--- src/rtl/melody_pkg.sv ---
// melody_pkg: note codes, ROM word layout and FSM encoding for melody_scheduler
package melody_pkg;
    localparam logic [3:0] REST = 4'd0, C = 4'd1, CS = 4'd2, D = 4'd3, DS = 4'd4, E = 4'd5, F = 4'd6;
    localparam logic [3:0] FS = 4'd7, G = 4'd8, GS = 4'd9, A = 4'd10, AS = 4'd11, B = 4'd12;
    localparam logic [3:0] DEF_OCTAVE = 4'd4;
    localparam int NOTE_W = 4;
    localparam int OCT_W = 4;
    localparam int DUR_LSB = 0;
    function automatic int oct_lsb(input int dur_w);
        return dur_w;
    endfunction
    function automatic int note_lsb(input int dur_w);
        return dur_w + OCT_W;
    endfunction
    typedef enum logic [2:0] {IDLE, FETCH, LOAD, PLAY, GAP} state_e;
endpackage

--- src/rtl/melody_scheduler_note_timer.sv ---
// note_timer: loadable tick-gated down-counter with freeze and expiry pulse
//   clr_i clears, load_i loads val_i, tick_i decrements unless freeze_i,
//   expire_o flags the tick that takes the count from 1 to 0
module note_timer #(
    parameter int W = 6
) (
    input  logic         clk,
    input  logic         rst,
    input  logic         clr_i,
    input  logic         load_i,
    input  logic [W-1:0] val_i,
    input  logic         tick_i,
    input  logic         freeze_i,
    output logic         expire_o
);
    logic [W-1:0] cnt_q, cnt_d;
    logic step;
    always_comb begin
        step = tick_i && !freeze_i && cnt_q != '0;
        expire_o = step && cnt_q == W'(1);
        cnt_d = clr_i ? '0 : load_i ? val_i : step ? cnt_q - W'(1) : cnt_q;
    end
    always_ff @(posedge clk) begin
        cnt_q <= rst ? '0 : cnt_d;
    end
endmodule

--- src/rtl/melody_scheduler.sv ---
// melody_scheduler: arbitrates the tone channel between keypad notes and a ROM song player
//   inputs : tick (beat), play/stop pulses, kp_note/kp_octave, rom_data (1-cycle ROM)
//   outputs: rom_addr, note/octave to tone generator, src (keypad), busy, done pulse
module melody_scheduler
    import melody_pkg::*;
#(
    parameter int ADDR_W = 8,
    parameter int DUR_W = 6,
    parameter int GAP_TICKS = 1
) (
    input  logic              clk,
    input  logic              rst,
    input  logic              tick,
    input  logic              play,
    input  logic              stop,
    input  logic [3:0]        kp_note,
    input  logic [3:0]        kp_octave,
    output logic [ADDR_W-1:0] rom_addr,
    input  logic [7+DUR_W:0]  rom_data,
    output logic [3:0]        note,
    output logic [3:0]        octave,
    output logic              src,
    output logic              busy,
    output logic              done
);
    localparam int OL = oct_lsb(DUR_W);
    localparam int NL = note_lsb(DUR_W);
    state_e state_q, state_d;
    logic [ADDR_W-1:0] addr_q, addr_d;
    logic [3:0] snote_q, snote_d, soct_q, soct_d, note_q, note_d, oct_q, oct_d;
    logic src_q, busy_q, done_q;
    logic ovr, adv, fin, dur_load, gap_load, dur_exp, gap_exp;
    logic [DUR_W-1:0] rdur;
    assign rdur = rom_data[DUR_LSB +: DUR_W];
    always_comb begin
        ovr = kp_note != REST;
        state_d = state_q;
        addr_d = addr_q;
        snote_d = snote_q;
        soct_d = soct_q;
        adv = 1'b0;
        fin = 1'b0;
        dur_load = 1'b0;
        gap_load = 1'b0;
        if (stop) begin
            state_d = IDLE;
            addr_d = '0;
        end else if (!ovr) begin
            case (state_q)
                IDLE: if (play) begin
                    state_d = FETCH;
                    addr_d = '0;
                end
                FETCH: state_d = LOAD;
                LOAD: begin
                    snote_d = rom_data[NL +: NOTE_W];
                    soct_d = rom_data[OL +: OCT_W];
                    if (rdur == '0) fin = 1'b1;
                    else begin
                        dur_load = 1'b1;
                        state_d = PLAY;
                    end
                end
                PLAY: if (dur_exp) begin
                    if (GAP_TICKS > 0) begin
                        gap_load = 1'b1;
                        state_d = GAP;
                    end else adv = 1'b1;
                end
                GAP: adv = gap_exp;
                default: state_d = IDLE;
            endcase
            // the last ROM slot doubles as an end marker so the address never wraps
            if (adv) begin
                if (&addr_q) fin = 1'b1;
                else begin
                    addr_d = addr_q + ADDR_W'(1);
                    state_d = FETCH;
                end
            end
            if (fin) begin
                state_d = IDLE;
                addr_d = '0;
            end
        end
        note_d = ovr ? kp_note : state_d == PLAY ? snote_d : REST;
        oct_d = (ovr || state_d == IDLE) ? kp_octave : (state_d == PLAY || state_d == GAP) ? soct_d : oct_q;
    end
    note_timer #(.W(DUR_W)) u_dur (
        .clk(clk), .rst(rst), .clr_i(stop), .load_i(dur_load), .val_i(rdur),
        .tick_i(tick && state_q == PLAY), .freeze_i(ovr), .expire_o(dur_exp)
    );
    note_timer #(.W(DUR_W)) u_gap (
        .clk(clk), .rst(rst), .clr_i(stop), .load_i(gap_load), .val_i(DUR_W'(GAP_TICKS)),
        .tick_i(tick && state_q == GAP), .freeze_i(ovr), .expire_o(gap_exp)
    );
    always_ff @(posedge clk) begin
        if (rst) begin
            state_q <= IDLE;
            addr_q <= '0;
            snote_q <= REST;
            soct_q <= '0;
            note_q <= REST;
            oct_q <= DEF_OCTAVE;
            src_q <= 1'b0;
            busy_q <= 1'b0;
            done_q <= 1'b0;
        end else begin
            state_q <= state_d;
            addr_q <= addr_d;
            snote_q <= snote_d;
            soct_q <= soct_d;
            note_q <= note_d;
            oct_q <= oct_d;
            src_q <= ovr;
            busy_q <= state_d != IDLE;
            done_q <= fin;
        end
    end
    assign rom_addr = addr_q;
    assign note = note_q;
    assign octave = oct_q;
    assign src = src_q;
    assign busy = busy_q;
    assign done = done_q;
endmodule
--- config.mk ---
export PLATFORM = sky130hd
export DESIGN_NAME = melody_scheduler
export DESIGN_NICKNAME = d
export VERILOG_FILES = /design/src/rtl/melody_pkg.sv /design/src/rtl/melody_scheduler_note_timer.sv /design/src/rtl/melody_scheduler.sv
export SDC_FILE = /design/constraint.sdc
export NUM_CORES = 1
export LEC_CHECK = 0
export CAP_MARGIN = 10
export CELL_PAD_IN_SITES_DETAIL_PLACEMENT = 1
export CELL_PAD_IN_SITES_GLOBAL_PLACEMENT = 2
export CORE_AREA = 2 2 63 124
export DETAILED_ROUTE_END_ITERATION = 10
export DIE_AREA = 0 0 65 126
export GPL_ROUTABILITY_DRIVEN = 0
export PLACE_DENSITY = 0.84
export SETUP_SLACK_MARGIN = 0.05
export SYNTH_ARGS = -nofsm -noshare
export SYNTH_HDL_FRONTEND = slang
export SYNTH_SLANG_ARGS = --single-unit
--- constraint.sdc ---
create_clock -name clk -period 3.06 [get_ports clk]
set_input_delay 0.306 -clock clk [delete_from_list [all_inputs] [get_ports clk]]
set_output_delay 0.306 -clock clk [all_outputs]
set_load 0.02 [all_outputs]
### Word level (Yosys, flattened, before mapping)

Index checks and enable logic that the tools add are counted.

| cells by class | value |
|---|---|
| $add $sub $neg | 3 |
| multiply operators | 0 |
| div/mod/pow operators | 0 |
| $lt $le $gt $ge | 0 |
| eq/ne operators | 8 |
| shift operators | 0 |
| mux-type cells | 45 |
| bitwise operators | 0 |
| reductions and logical operators | 25 |

Operator list:

| cell | count |
|---|---|
| $mux 4 | 10 |
| $mux 8 | 5 |
| $mux 3 | 8 |
| $mux 1 | 19 |
| $pmux 3 s5 | 1 |
| $eq 6x1->1 const B | 2 |
| $mux 6 | 2 |
| $reduce_bool 6->1 | 2 |
| $sub 6x1->6 const B | 2 |
| $eq 3x2->1 const B | 3 |
| $add 8x1->8 const B | 1 |
| $logic_and 1x1->1 | 8 |
| $reduce_and 8->1 | 1 |
| $eq 3x3->1 const B | 2 |
| $logic_not 3->1 | 2 |
| $logic_not 6->1 | 1 |
| $reduce_bool 2->1 | 3 |
| $reduce_or 3->1 | 2 |
| $reduce_bool 4->1 | 1 |
| $eq 3x1->1 const B | 1 |
| $reduce_bool 3->1 | 1 |
| $logic_or 1x1->1 | 2 |
| $reduce_or 2->1 | 1 |
| $logic_not 1->1 | 1 |

| storage, ports and cells | value |
|---|---|
| flip-flop bits (word level) | 42 |
| latch bits | 0 |
| memory bits (writable) | 0 |
| bits in read-only memories | 0 |
| output and inout bits | 19 |
| word-level logic and storage cells | 93 |
| memories | 0 |

### Longest topological paths before layout

Gate-level depths: netlist of the first run.

| logic depth | value |
|---|---|
| depth after elaboration | 18 |
| mapped depth | 10 |
| mapped depth without buffers | 9 |

### Cells and area by module

From an unflattened synthesis of the first run, not the netlist that was laid out.

| unflattened totals | value |
|---|---|
| cell total of the unflattened synthesis | 285 |
| area total of the unflattened synthesis | 2432.3 µm² |

Modules (own cells, without submodules):

| module | times used | cells an instance | area each (µm²) |
|---|---|---|---|
| melody_scheduler | 1 | 184 | 1587.8 |
| note_timer (u_dur) | 1 | 52 | 439.2 |
| note_timer (u_gap) | 1 | 49 | 405.4 |

### Worst setup path before layout of the first run

OpenSTA, ideal clock, no wires.

| timing | value |
|---|---|
| path type | flip-flop to flip-flop |
| start point | reg addr_q[0], in the netlist rom_addr[0] |
| end point | reg oct_q[0], in the netlist octave[0] |
| library setup time | 0.129 ns |
| data arrival time | 2.076 ns |
| data required time | 2.931 ns |
| setup slack | 0.855 ns |
| cell stages (with the launch flop) | 8 |
| path buffers | 0 |
| path through | dfxtp_1 ha_1 and3_1 nand4_1 and2_1 o41a_1 o311ai_1 a21oi_1 |

| on the way | value |
|---|---|
| word-level cells in the longest chain between the ends | 11 |
| elaborated cells between the ends (all ways) | 17 |
| classes of those cells | eq/ne (2); mux (10); reduce/logical (5) |

RTL lines:

| item | RTL line | text |
|---|---|---|
| start, declared | melody_scheduler.sv:29 | `logic [ADDR_W-1:0] addr_q, addr_d;` |
| start signal, assigned | melody_scheduler.sv:110 | `addr_q <= addr_d;` |
| $reduce_and 8->1 (*) | melody_scheduler.sv:75 | `if (&addr_q) fin = 1'b1;` |
| $mux 1 | melody_scheduler.sv:75 |  |
| $mux 1 | melody_scheduler.sv:74 | `if (adv) begin` |
| $mux 1 | melody_scheduler.sv:48 | `end else if (!ovr) begin` |
| $mux 1 | melody_scheduler.sv:45 | `if (stop) begin` |
| $mux 3 (*) | melody_scheduler.sv:81 | `if (fin) begin` |
| $mux 3 (*) | melody_scheduler.sv:48 |  |
| $mux 3 (*) | melody_scheduler.sv:45 |  |
| $eq 3x2->1, or another cell as far along | melody_scheduler.sv:87 | `oct_d = (ovr \|\| state_d == IDLE) ? kp_octave : (state_d == PLAY \|\| state_d == GAP) ? soct_d : oct_q;` |
| $logic_or 1x1->1 | melody_scheduler.sv:87 |  |
| $reduce_bool 2->1 (no source line) / $mux 4 (equally long branches) | n/a |  |
| end signal, assigned | melody_scheduler.sv:114 | `oct_q <= oct_d;` |
| end, declared | melody_scheduler.sv:30 | `logic [3:0] snote_q, snote_d, soct_q, soct_d, note_q, note_d, oct_q, oct_d;` |

Every way passes the cells marked *; elsewhere a longest branch is shown, timed or not. The select of a mux whose other input is x is not followed.
A chain may end at the register's enable or synchronous reset.

### Worst setup path in the final report of the first run

| timing | value |
|---|---|
| start point | in tick |
| end point | reg oct_q[0], in the netlist octave[0] |

| on the way | value |
|---|---|
| word-level cells in the longest chain between the ends | 16 |
| elaborated cells between the ends (all ways) | 28 |
| classes of those cells | eq/ne (2); mux (14); reduce/logical (12) |

RTL lines:

| item | RTL line | text |
|---|---|---|
| start, declared | melody_scheduler.sv:13 | `input logic tick,` |
| $logic_and 1x1->1 | melody_scheduler.sv:95 | `.tick_i(tick && state_q == GAP), .freeze_i(ovr), .expire_o(gap_exp)` |
| $logic_and 1x1->1 (2 in a row) | melody_scheduler_note_timer.sv:19 | `step = tick_i && !freeze_i && cnt_q != '0;` |
| $logic_and 1x1->1 | melody_scheduler_note_timer.sv:20 | `expire_o = step && cnt_q == W'(1);` |
| $mux 1 | n/a |  |
| $mux 1 | melody_scheduler.sv:48 |  |
| $mux 1 | melody_scheduler.sv:45 |  |
| $mux 1 | melody_scheduler.sv:74 |  |
| $mux 1 | melody_scheduler.sv:48 |  |
| $mux 1 | melody_scheduler.sv:45 |  |
| $mux 3 (*) | melody_scheduler.sv:81 |  |
| $mux 3 (*) | melody_scheduler.sv:48 |  |
| $mux 3 (*) | melody_scheduler.sv:45 |  |
| $eq 3x2->1, or another cell as far along | melody_scheduler.sv:87 |  |
| $logic_or 1x1->1 | melody_scheduler.sv:87 |  |
| $reduce_bool 2->1 (no source line) / $mux 4 (equally long branches) | n/a |  |

Marked as above.

==> results of run 1 <==
-- stage by stage --
stage	utilization, %	area (um^2)	instances	total power [mW]
6_report	39.94	2880	392	1.270
5_1_grt	39.94	2880	392	1.318
4_1_cts	39.94	2880	392	1.289
3_5_place_dp	37.60	2711	385	0.6685
3_3_place_gp	37.60	2711	385	0.6672
2_1_floorplan	-	2118	246	0.6043
-- power by group through the flow --
| stage | registers (mW) | clock network, mW | logic (mW) |
|---|---|---|---|
| 2_1_floorplan | 0.578 | 0 | 0.0268 |
| 3_3_place_gp | 0.570 | 0 | 0.0974 |
| 3_5_place_dp | 0.570 | 0 | 0.0990 |
| 4_1_cts | 0.558 | 0.632 | 0.0994 |
| 5_1_grt | 0.558 | 0.655 | 0.105 |
| 6_report | 0.558 | 0.615 | 0.0980 |
-- worst paths after layout --
path / from / end / cells past startpoint
max reg2reg: rom_addr[0] / octave[0] / 7
max: tick / octave[0] / 7
min: octave[1] / octave[1] / 2
min reg2reg: octave[1] / octave[1] / 2
-- worst max-delay path: stages --
cell and delay, ns:
clkdlybuf4s50_1 0.50, nor4bb_1 0.42, and4_1 0.41, o21ai_2 0.12, o41a_1 0.50, o311ai_1 0.30
a21oi_1 0.10
-- cells by family after synthesis --
logic type                 Yosys count
xor gates and xnor gates             7
AOI/OAI and AO/OA                   62
DFF                                 42
muxes                               10
and+or+nand+nor                    102
buffers and inverters               16
adders and majority gates            7
-- flip-flops by register name, summed over array words and instances, names as in the netlist --
| name | count |
|---|---|
| note | 4 |
| octave | 4 |
| u_dur.cnt_q | 6 |
| busy | 1 |
| state_q | 3 |
| src | 1 |
| snote_q | 4 |
| done | 1 |
| rom_addr | 8 |
| u_gap.cnt_q | 6 |
| soct_q | 4 |
-- synth_stat cells, types with 4 or more instances --
cell type | count | area (um^2)
o21ai_1 | 4 | 20.02
and2_1 | 4 | 25.02
inv_1 | 8 | 30.03
nand3_1 | 4 | 20.02
a211oi_1 | 7 | 52.55
dfxtp_1 | 42 | 840.8
mux2i_1 | 9 | 90.09
xor2_1 | 4 | 35.03
ha_1 | 7 | 87.58
nor2_1 | 37 | 138.9
a22oi_1 | 4 | 30.03
nand2_1 | 23 | 86.33
nor3_1 | 8 | 40.04
nand4_1 | 5 | 31.28
a21oi_1 | 18 | 90.09
o21ai_0 | 5 | 25.02
-- cell type report --
cell class                      count  area share (%)
Multi-Input combinational cell    188           41.66
Timing Repair Buffer               55           18.25
Inverter                            8           1.043
Sequential cell                    42           29.19
Tap cell                           92           3.997
Clock buffer                        6           4.822
Clock inverter                      1           1.043
-- layer usage --
metal,wire length (um),up-vias,share of wire [%],GRT usage [%]
met3,214,9,3.6,3.304
met2,3315,43,56,28.81
met4,145,0,2.5,7.259
met5,0,-,0,0
met1,2220,962,38,15.87
li1,-,992,-,-
==> run metrics, run 1 <==
Switch Pwr=0.2597 mW; max_slew headroom=65.68%; nets=334; largest net degree at the start of global routing=23; Die Wd=65 um; # diodes=0; mean post-synth cell area=8.611 um^2; Syn-to-layout area delta=35.97%; Worst EP required=3.22 ns; multi-input logic area=0.001200 mm^2; Setup TNS=0 ns; initial DRC count=111; Final Max Tran Viols=0; filler cell count=855; post-synthesis mux area share=4.784%; GRT Util Overall=15.50%; post-cts gate resize count=0; routed len/inst=15.04 um; Initial Util=29.37%; CTS H-tree depth=2; first-pass GRT wire length=9791 um; simple-gate share of the synthesized area=24.51%; DRC violations left=0; number of synthesis warnings=0; FF+latch count, synth=42; Seq/Total Area, Yosys=39.69%; full die area=0.008190 mm^2; Highest Clock Rate=400.5 MHz; Internal=1.011 mW; worst setup margin=0.5633 ns; Die Ht=126 um; Post-Syn Instances=246; register area=840.8 um^2; DR vias=2006; Power per Cell Area=441.1 mW/mm^2; most common cell after layout, fill and taps aside=clkdlybuf4s50_1; Clock transition at path regs=0.06 ns; worst min path class=register to register; vias in the first global route=2078; share of synthesized registers carrying an async set or reset=0%; Slew @ Worst Pin=0.5101 ns; Post-DP HPWL=4583 um; num ports=46; max cap viols=0; maximum vdd drop=0.2814 mV; Num CTS Buffers=5; CP Class=input pin to register; TritonCTS clock tree=yes; clk_lat worst skew=0.28 ns; wirelength, routed=5896 um; post-synthesis cell type count=49; cts hold-fix bufs=0; highest-count cells in the layout ignoring fill and taps=clkdlybuf4s50_1, dfxtp_1, nor2_1, nand2_1, a21oi_1; Leak Pwr=0.9979 nW; num rows=44; RSZ-0062 raised after global routing=false; power share of the clock group=48.4%; compound-gate portion of the synthesized area=20.32%; count of final setup violators=0; Seq pwr share=43.9%; Cell Area, Synth=0.002118 mm^2; xor/xnor share of the synthesized area=2.894%; via/cell ratio=5.117; clk root buf=clkbuf_16; share of cells above drive strength 1=9.333%; fraction of the mapped netlist area in adder cells=4.135%; Post-synth EDFFs=0; status=finished clean; Final Hold Violating Endpoints=0; CP startpoint kind=input pin; pre-CTS setup slack=0.2765 ns; combinational power share=7.7%; Hold Slack=0.4632 ns; Pre-Repair DR Iteration Count=4; Sw Ratio=20.44%; crit path max fanout=8; r2r setup slk=0.62 ns; total gr overflow=0; Clock Tree Buf Depth=2; post-CTS setup buffer count=0; fin crit period=2.497 ns; Syn Nets=280; antenna viol nets, final=0; CTS sink count=42; nature of the critical path endpoint=register; combinational family with the most area after synthesis=simple AND/OR/NAND/NOR gates; skew final=0.004319 ns; initial antenna violation count=0; Core Area=0.007212 mm^2; Final Cycle Share=81.59%; CP arrival=2.66 ns; number of port buffers=45; Most used DFF post-synth=dfxtp_1
No activity file was read; power rests on OpenSTA's default activity.
==> run 2, diff against run 1 <==
clock period = 2.4 ns   (was 3.06 ns; I/O delays follow)
==> run 2 against run 1 <==
  * Via count up 8.5%
  * Combinational power is 47% higher
  * Clock skew grew 0.0010 ns
  * Non-clock buffer count increased by 35
  * Count of clock-buffer cells in the layout is the same
  * Critical path depth grew 1
  * Final cell count rose by 9.2%
  * Register-to-register slack got worse by 0.45 ns
  * First-iteration DRC count shrank 23%
==> run metrics, run 2 (synthesized netlist as in run 1, its figures left out) <==
status=finished clean; placed insts=417 (+8.3%); maximum vdd drop=0.3476 mV (+24%); share of cells above drive strength 1=24.70% (+15 points); Die Ht=126 um (unchanged); CP cell instances=clkdlybuf4s50_1, or4_4, o21ai_2, o21ai_2, o41a_1, o21ai_1, o311ai_2, a21oi_1; max incr delay on CP=0.54 ns (+0.04 ns); crit path max fanout=8 (unchanged); Final Hold Violating Endpoints=0 (unchanged); Seq pwr share=45.8% (+1.9 points); Highest Clock Rate=442.1 MHz; CP most frequent cell=o21ai_2; combinational power share=9.3% (+1.6 points); largest net degree at the start of global routing=22 (-4.3%); skew final=0.005368 ns (+0.001050 ns); initial DRC count=85 (-23%); total gr overflow=0 (unchanged); num ports=46 (unchanged); Final Instance Area=0.003221 mm^2 (+12%); GRT Util Overall=16.46% (+0.96 points); clk root buf=clkbuf_16; Final Cycle Share=94.25%; Leak Pwr=1.196 nW (+20%); # diodes=0 (unchanged); DRC violations left=0 (unchanged); fin crit period=2.262 ns; Hold Slack=0.2701 ns (-0.1931 ns); CP max-delay cell=o41a_1; CTS H-tree depth=2 (unchanged); first-pass GRT wire length=10300 um (+5.2%); DR vias=2177 (+8.5%); Clock transition at path regs=0.06 ns (about the same); Initial Util=29.37% (unchanged); Core Area=0.007212 mm^2 (unchanged); most common cell after layout, fill and taps aside=buf_4; CP Class=input pin to register; total power=1.549 mW (+22%); max_slew headroom=74.84% (+9.2 points); power share of the clock group=44.9% (-3.5 points); worst min path class=input pin to register; count of final setup violators=0 (unchanged); initial antenna violation count=0 (unchanged); Pre-Repair DR Iteration Count=4 (unchanged); number of port buffers=45 (unchanged); Post-DP HPWL=5068 um (+11%); DP Area=0.002952 mm^2 (+8.9%); Die Wd=65 um (unchanged); Switch Pwr=0.3495 mW (+35%); max cap viols=0 (unchanged); nets=369 (+10%); Syn-to-layout area delta=52.04%; via/cell ratio=5.086 (-0.60%); CP startpoint kind=input pin; Final Non-Filler Cells=428 (+9.2%); nature of the critical path endpoint=register; routed len/inst=15.38 um (+2.3%); antenna viol nets, final=0 (unchanged); Finished Core Util=44.66% (+4.7 points); max FFs per register=8 (unchanged); full die area=0.008190 mm^2 (unchanged); num rows=44 (unchanged); CP arrival=2.48 ns (-0.18 ns); Power per Cell Area=480.9 mW/mm^2 (+9.0%); TritonCTS clock tree=yes; multi-input logic area=0.001279 mm^2 (+6.6%); Worst EP required=2.62 ns (-0.60 ns); highest-count cells in the layout ignoring fill and taps=buf_4, clkdlybuf4s50_1, nor2_1, dfxtp_1, nand2_1; filler cell count=844 (-1.3%); Clock Tree Buf Depth=2 (unchanged); Slew @ Worst Pin=0.3740 ns (-0.1362 ns); Sw Ratio=22.56% (+2.1 points); Num CTS Buffers=5 (unchanged); Final Max Tran Viols=0 (unchanged); wirelength, routed=6584 um (+12%); Internal=1.199 mW (+19%); CTS sink count=42 (unchanged); vias in the first global route=2252 (+8.4%); clk_lat worst skew=0.29 ns (about the same); register area=849.6 um^2 (+1.0%)
run 2: power groups by stage:
stage	combinational [mW]	clock, mW	sequential [mW]
floorplan	0.0341	0	0.736
global placement	0.137	0	0.726
detailed placement	0.139	0	0.726
CTS	0.140	0.717	0.710
global route	0.154	0.744	0.710
finish	0.144	0.696	0.710
run 2: area by class of cell:
class / count / area share [%]
multi-input cells: 188 / 39.70
inverters: 8 / 0.9324
clock buffers: 6 / 4.312
well taps: 92 / 3.574
flip-flops and latches: 42 / 26.38
clock inverters: 2 / 0.3885
repair buffers: 90 / 24.71
run 2: per-layer routing:
metal | wire, um | vias to the layer above | global-route usage [%]
met5 | 0 | - | 0
met4 | 174 | 0 | 7.134
met3 | 174 | 10 | 3.036
met2 | 3797 | 45 | 32.63
met1 | 2437 | 1055 | 15.52
li1 | - | 1067 | -
run 2: final timing paths:
path	endpoint	depth (start not counted)	start	slack (ns)
worst max register to register	octave[0]	10	u_gap.cnt_q[1]	0.17
worst min register to register	octave[3]	2	octave[3]	0.46
worst max-delay path	octave[0]	8	kp_note[2]	0.14
worst min-delay path	note[3]	2	kp_note[3]	0.27
run 2: timing repair:
item / in CTS / in global routing
gates resized for setup: 0 / 27
hold buffers: 0 / 0
setup buffers: 0 / 3
cloned: 0 / 0
pin swaps: 1 / 8
setup endpoints to repair: 3 / 6
run 2: metrics by stage:
| stage | TNS [ns] | setup slack, ns |
|---|---|---|
| 6_report | 0 | 0.1380 |
| 2_1_floorplan | 0 | 0.1954 |
| 4_1_cts | 0 | 0.09460 |
| 3_5_place_dp | -1.204 | -0.2143 |
| 3_3_place_gp | -0.8141 | -0.1625 |
| 5_1_grt | -0.01246 | -0.01246 |
run 2: critical path, delay by kind of cell:
family / cells / cell delay [ns]
simple gates: 1 / 0.49
compound gates: 6 / 1.28
buf+inv: 1 / 0.48
==> run 3, diff against run 2 <==
GPL_ROUTABILITY_DRIVEN = not set   (was 0)
==> results of run 3 <==
No change in the layout: final DEF, timing and power equal those of run 2.
